[src/rtl/lb_regbank_resp.sv]
`default_nettype none
// ============================================================================
// Module  : lb_regbank_resp
// Brief   : Local-bus control/status register bank with a fixed-latency read
//           pipeline. Optional shadowed writes with COMMIT: LB_REGBANK_SHADOW_EN
// Revision: 1.0
// ============================================================================
module lb_regbank_resp #(
    parameter int                  DW         = 32,
    parameter int                  AW         = 8,
    parameter int                  NCTRL      = 16,
    parameter int                  NSTAT      = 16,
    parameter int                  RDLAT      = 2,
    parameter logic [NCTRL-1:0]    PULSE_MASK = '0,
    parameter logic [NCTRL*DW-1:0] CTRL_INIT  = '0
) (
    input  logic                  lb_clk,
    input  logic                  lb_reset,
    input  logic                  lb_wen,
    input  logic [AW-1:0]         lb_waddr,
    input  logic [DW-1:0]         lb_wdata,
    input  logic                  lb_ren,
    input  logic [AW-1:0]         lb_raddr,
    output logic                  lb_rvalid,
    output logic [DW-1:0]         lb_rdata,
    output logic                  lb_rerr,
    output logic [NCTRL*DW-1:0]   ctrl_q,
    output logic [NCTRL-1:0]      ctrl_wstb,
    input  logic [NSTAT*DW-1:0]   stat_d
);

    localparam logic [31:0]   c_ADDR_STAT   = 32'h80;
    localparam logic [31:0]   c_ADDR_COMMIT = 32'hFF;
    localparam logic [DW-1:0] c_BAD_DATA    = DW'(32'hDEADBEEF);

    logic [31:0]      w_waddr_ext;
    logic [31:0]      w_raddr_ext;
    logic [NCTRL-1:0] w_ctrl_hit;
    logic [DW-1:0]    w_rd_data;
    logic             w_rd_err;

    logic [DW-1:0]    r_ctrl [NCTRL];
    logic [NCTRL-1:0] r_wstb;
    logic [RDLAT-1:0] r_pv;
    logic [RDLAT-1:0] r_pe;
    logic [DW-1:0]    r_pd [RDLAT];

    assign w_waddr_ext = 32'(lb_waddr);
    assign w_raddr_ext = 32'(lb_raddr);

    always_comb begin
        w_ctrl_hit = '0;
        for (int i = 0; i < NCTRL; i++) begin
            w_ctrl_hit[i] = lb_wen && (w_waddr_ext == 32'(i));
        end
    end

`ifdef LB_REGBANK_SHADOW_EN
    logic [DW-1:0]    r_shadow [NCTRL];
    logic [NCTRL-1:0] r_dirty;
    logic             w_commit;

    assign w_commit = lb_wen && (w_waddr_ext == c_ADDR_COMMIT);

    // Control writes park in the shadow; COMMIT publishes every shadow at once
    // and strobes only the registers written since the previous commit.
    always_ff @(posedge lb_clk) begin
        if (lb_reset) begin
            for (int i = 0; i < NCTRL; i++) begin
                r_shadow[i] <= CTRL_INIT[i*DW +: DW];
                r_ctrl[i]   <= CTRL_INIT[i*DW +: DW];
            end
            r_dirty <= '0;
            r_wstb  <= '0;
        end else begin
            for (int i = 0; i < NCTRL; i++) begin
                if (w_ctrl_hit[i]) begin
                    r_shadow[i] <= lb_wdata;
                end
                if (w_commit) begin
                    r_ctrl[i] <= r_shadow[i];
                end else if (PULSE_MASK[i]) begin
                    r_ctrl[i] <= '0;
                end
            end
            r_wstb  <= w_commit ? r_dirty : '0;
            r_dirty <= w_commit ? '0 : (r_dirty | w_ctrl_hit);
        end
    end
`else
    always_ff @(posedge lb_clk) begin
        if (lb_reset) begin
            for (int i = 0; i < NCTRL; i++) begin
                r_ctrl[i] <= CTRL_INIT[i*DW +: DW];
            end
            r_wstb <= '0;
        end else begin
            for (int i = 0; i < NCTRL; i++) begin
                if (w_ctrl_hit[i]) begin
                    r_ctrl[i] <= lb_wdata;
                end else if (PULSE_MASK[i]) begin
                    r_ctrl[i] <= '0;
                end
            end
            r_wstb <= w_ctrl_hit;
        end
    end
`endif

    // Read source select uses pre-write register state, so a same-cycle
    // write to the read address is not visible to that read.
    always_comb begin
        w_rd_data = c_BAD_DATA;
        w_rd_err  = 1'b1;
        for (int i = 0; i < NCTRL; i++) begin
            if (w_raddr_ext == 32'(i)) begin
`ifdef LB_REGBANK_SHADOW_EN
                w_rd_data = r_shadow[i];
`else
                w_rd_data = r_ctrl[i];
`endif
                w_rd_err  = 1'b0;
            end
        end
        for (int j = 0; j < NSTAT; j++) begin
            if (w_raddr_ext == (c_ADDR_STAT + 32'(j))) begin
                w_rd_data = stat_d[j*DW +: DW];
                w_rd_err  = 1'b0;
            end
        end
`ifdef LB_REGBANK_SHADOW_EN
        if (w_raddr_ext == c_ADDR_COMMIT) begin
            w_rd_data = '0;
            w_rd_err  = 1'b0;
        end
`endif
    end

    // Bubbles carry zero data/err so the output needs no extra gating.
    always_ff @(posedge lb_clk) begin
        if (lb_reset) begin
            r_pv <= '0;
            r_pe <= '0;
            for (int k = 0; k < RDLAT; k++) begin
                r_pd[k] <= '0;
            end
        end else begin
            r_pv[0] <= lb_ren;
            r_pe[0] <= lb_ren & w_rd_err;
            r_pd[0] <= lb_ren ? w_rd_data : '0;
            for (int k = 1; k < RDLAT; k++) begin
                r_pv[k] <= r_pv[k-1];
                r_pe[k] <= r_pe[k-1];
                r_pd[k] <= r_pd[k-1];
            end
        end
    end

    assign lb_rvalid = r_pv[RDLAT-1];
    assign lb_rerr   = r_pe[RDLAT-1];
    assign lb_rdata  = r_pd[RDLAT-1];
    assign ctrl_wstb = r_wstb;

    generate
        for (genvar gi = 0; gi < NCTRL; gi++) begin : g_ctrl_q
            assign ctrl_q[gi*DW +: DW] = r_ctrl[gi];
        end
    endgenerate

endmodule
`default_nettype wire

[config.mk]
export PLATFORM = sky130hd
export DESIGN_NAME = lb_regbank_resp
export DESIGN_NICKNAME = d
export VERILOG_FILES = /design/src/rtl/lb_regbank_resp.sv
export SDC_FILE = /design/constraint.sdc
export NUM_CORES = 1
export LEC_CHECK = 0
export BUFFER_PORTS_ARGS = -buffer_cell sky130_fd_sc_hd__buf_2
export CAP_MARGIN = 20
export CELL_PAD_IN_SITES_DETAIL_PLACEMENT = 2
export CELL_PAD_IN_SITES_GLOBAL_PLACEMENT = 2
export CORE_AREA = 5 5 434 436
export CTS_CLUSTER_DIAMETER = 40
export DETAILED_ROUTE_END_ITERATION = 12
export DIE_AREA = 0 0 439 441
export PLACE_DENSITY = 0.56
export SLEW_MARGIN = 10
export SYNTH_ARGS = -nofsm -noshare
export SYNTH_HDL_FRONTEND = slang
export SYNTH_SLANG_ARGS = --single-unit
[constraint.sdc]
create_clock -name lb_clk -period 10.14 [get_ports lb_clk]
set_input_delay 0.507 -clock lb_clk [delete_from_list [all_inputs] [get_ports lb_clk]]
set_output_delay 0.507 -clock lb_clk [all_outputs]
set_load 0.05 [all_outputs]
==> reports/results.md <==
| Step | Quantity | This run |
|:---|:---|:---|
| floorplan | Die span in y | 441 µm |
| critical path | CP endpoint kind | register |
| placed design | Count of buffers inserted at the top-level ports | 1125 |
| timing | Min Tclk post-route | 4.33 ns |
| final layout | Area added between synthesis and finish | 46.2% |
| timing | Worst Skew | 0.0782 ns |
| power and ir drop | Worst VDD drop | 0.134 mV |
| yosys | Main flop type after synthesis | edfxtp_1 |
| route | Detail-routed via count per cell | 4.87 |
| power and ir drop | Reported net switching power | 0.00299 W |
| critical path | Cell with the largest stage delay on the worst path | a211oi_1 |
| power and ir drop | Clock share of power | 53.3% |
| grt | Via count of the first global-routing pass | 34100 |
| placed design | Post-Place Cell Area | 38800 µm² |
| floorplan | Die ar. | 194000 µm² |
| hold path | Hold crit path type | in -> reg |
| route | Final routed wirelength across all metal layers | 273000 µm |
| outcome | Outcome | finished, final reports clean |
| critical path | Top fanout value on the critical path | 103 |
| timing | Final period util | 42.7% |
| final layout | Nets | 4542 |
| yosys | Average instance area after synthesis | 10.5 µm² |
| final layout | Most used cells in the layout excluding fill and tap cells | buf_2 (1122), edfxtp_1 (512), nor2_1 (508) |
| clock network | Clock buffer count from CTS | 149 |
| clock network | Clock slew at reported path FFs | 0.05 ns |
| critical path | Cells along the critical path | buf_8, buf_12, inv_4, buf_4, nand3_1, a221oi_1, a211oi_1, o21a_1, o2bb2ai_1, a31oi_1 |
| yosys | Sequential element share of the synthesized area | 56.5% |
| timing | Final Hold Slack | 0.0607 ns |
| power and ir drop | Overall power | 0.00934 W |
| route | Final routed DRC violation total | 0 |
| yosys | Synthesized instance count | 2869 |
| timing | Count of final hold-check violations | 0 |
| floorplan | Initial core utilization | 16.4% |
| route | Initial drt markers | 2561 |
| placed design | Estimated wirelength of the detail-placed design | 213000 µm |
| yosys | Net Count, Synth | 3433 |
| yosys | Unique cell type count in the Yosys netlist | 83 |
| timing | Tightest Pin Transition | 1.29 ns |
| yosys | Flip-flop and latch count after synthesis | 596 |
| timing | Fmax | 0.231 GHz |
| clock network | Largest buffer count on any clock path | 3 |
| power and ir drop | Power density cells | 211 nW/µm² |
| clock network | Root buffer selected by CTS | clkbuf_16 |
| final layout | Share of final-layout standard cells stronger than drive strength 1 | 39.8% |
| route | Post-route ant nets | 0 |
| critical path | Cell family contributing the most delay on the critical path | compound AO/OA/AOI/OAI gates |
| clock network | Clock Sinks | 596 |
| yosys | Number of enable flip-flop cells after synthesis | 512 |
| final layout | Finished layout cell area | 44200 µm² |
| clock network | H-Tree Level Count | 4 |
| final layout | Most common cell after layout, fill and taps aside | buf_2 |
| yosys | Warnings from Yosys | 0 |
| grt | Number of antenna violations at the first check in global routing | 60 |
| job | Max Cap Viol | 0 |
| grt | Total routing usage reported by global routing | 26.9% |
| power and ir drop | Flop pwr share | 31.7% |
| timing | Setup-failing EPs final | 0 |
| critical path | Critical path startpoint category | input pin |
| critical path | Max incr delay on CP | 0.86 ns |
| critical path | Arrival time of the worst setup path | 5.03 ns |
| yosys | Mapped cell area | 30200 µm² |
| grt | First-pass GRT wire length | 347000 µm |
| critical path | Buffers plus inverters on the worst setup path | 4 |
| floorplan | Core ar. | 184000 µm² |
| yosys | Async SR Flop Fraction | 0% |
| power and ir drop | Pleak | 17.1 nW |
| route | Total via count after detailed routing | 32200 |
| clock network | Clk_lat worst skew | 0.82 ns |
| final layout | Final standard cell utilization of the core | 24.0% |
| route | Pre-antenna DRT Iters | 6 |
| power and ir drop | Part of the total power dissipated in combinational logic | 15.0% |
| placed design | Final weighted congestion of routability-driven global placement | 0.885 |
| clock network | TritonCTS clock tree | done |
| clock network | Setup Fix Bufs, Post-CTS | 0 |
| power and ir drop | Fraction of power spent switching nets | 32.0% |
| timing | Worst slew margin relative to its limit | 13.0% |
| grt | Largest net degree at the start of global routing | 104 |
| critical path | CP Class | in -> reg |
| floorplan | Number of cell rows | 158 |
| floorplan | Die Span X | 439 µm |
| timing | Setup repair after global routing missed its margin | false |
| power and ir drop | Internal power contribution | 0.00635 W |
| timing | TNS Setup | 0 ns |
| critical path | Required @ worst endpoint | 10.84 ns |
| floorplan | Top Ports | 1126 |
| grt | Sum of overflow across all layers after global routing | 0 |
| timing | Max-slew violations | 0 |
| route | Routed length per instance | 41.3 µm |
## synthesized netlist by cell type, types with 38 or more instances
library cell,instances,area share (%)
a21oi_1,230,3.8
buf_4,38,0.94
a221oi_1,57,1.7
o21ai_0,143,2.4
o22ai_1,79,1.6
edfxtp_1,512,51
inv_1,39,0.48
buf_2,65,1.1
nor3_1,38,0.63
nor2_1,513,6.4
nor2b_1,61,1.3
nand2_1,200,2.5
clkbuf_1,161,2.0
dfxtp_1,84,5.6
## layer usage
layer	vias to the layer above	wire length, µm	global-route usage [%]
met4	10	13800	11.8
li1	13100	-	-
met2	1561	140000	49.0
met3	422	17100	6.11
met5	-	62	0
met1	17100	102000	29.9
## metrics by stage
stage,setup WS (ns),cells
after floorplan,6.20,2869
after global placement,4.85,6301
after detailed placement,5.04,6304
after CTS,5.88,6579
after global routing,5.72,6599
final,5.81,6608
## layout make-up
cell class	instances	area [µm²]
clock inverter	92	1240
clock buffer	181	4000
inverter	41	161
fill	20800	140000
antenna	28	70.1
tap	2480	3100
timing repair buffer	1249	6630
multi-input combinational	1941	11900
sequential	596	17100
## registers in the layout, indices dropped and copies added, names as in the netlist
signal,count
ctrl_wstb,16
r_ctrl,512
r_pd,64
r_pe,2
r_pv,2
## path summary, 6_finish.rpt
path / from / end / slack, ns / cells past startpoint
setup / recovery: lb_raddr[1] / r_pd[0][20] / 5.81 / 10
hold / removal: stat_d[509] / r_pd[0][29] / 0.06 / 2
setup reg to reg: r_ctrl[0][179] / r_pd[0][19] / 7.26 / 7
hold reg to reg: r_pd[0][12] / r_pd[0][44] / 0.43 / 1
## power by group through the flow
stage                     Clock (W)  Sequential (W)  Combinational (W)
after floorplan                   0         0.00340           0.000304
after global placement            0         0.00300            0.00141
after detailed placement          0         0.00300            0.00141
after CTS                   0.00504         0.00296            0.00142
after global routing        0.00518         0.00296            0.00144
final                       0.00497         0.00296            0.00140
## repair_timing
item / CTS / global route
hold buffers: 2 / 0
resized for setup: 0 / 0
endpoints found under the hold margin: 2 / 0
## worst register-to-register path, delay by kind of cell, from the launching register on
| kind | cells | cell delay (ns) |
|---|---|---|
| compound gates | 5 | 1.93 |
| simple gates | 2 | 0.45 |
| flops | 1 | 0.38 |
## cell families (layout without fill, tap and decap cells)
kind of cell | count (synthesis) | count (layout) | share of synthesized area, %
AND/OR/NAND/NOR | 963 | 963 | 14.2
flip-flops | 596 | 596 | 56.5
multiplexers | 90 | 90 | 4.59
buffers and inverters | 332 | 1563 | 4.94
XOR/XNOR | 2 | 2 | 0.0580
other | 0 | 28 | 0
AO/OA/AOI/OAI | 886 | 886 | 19.7
Note: power is estimated with default switching activity, not from simulation.
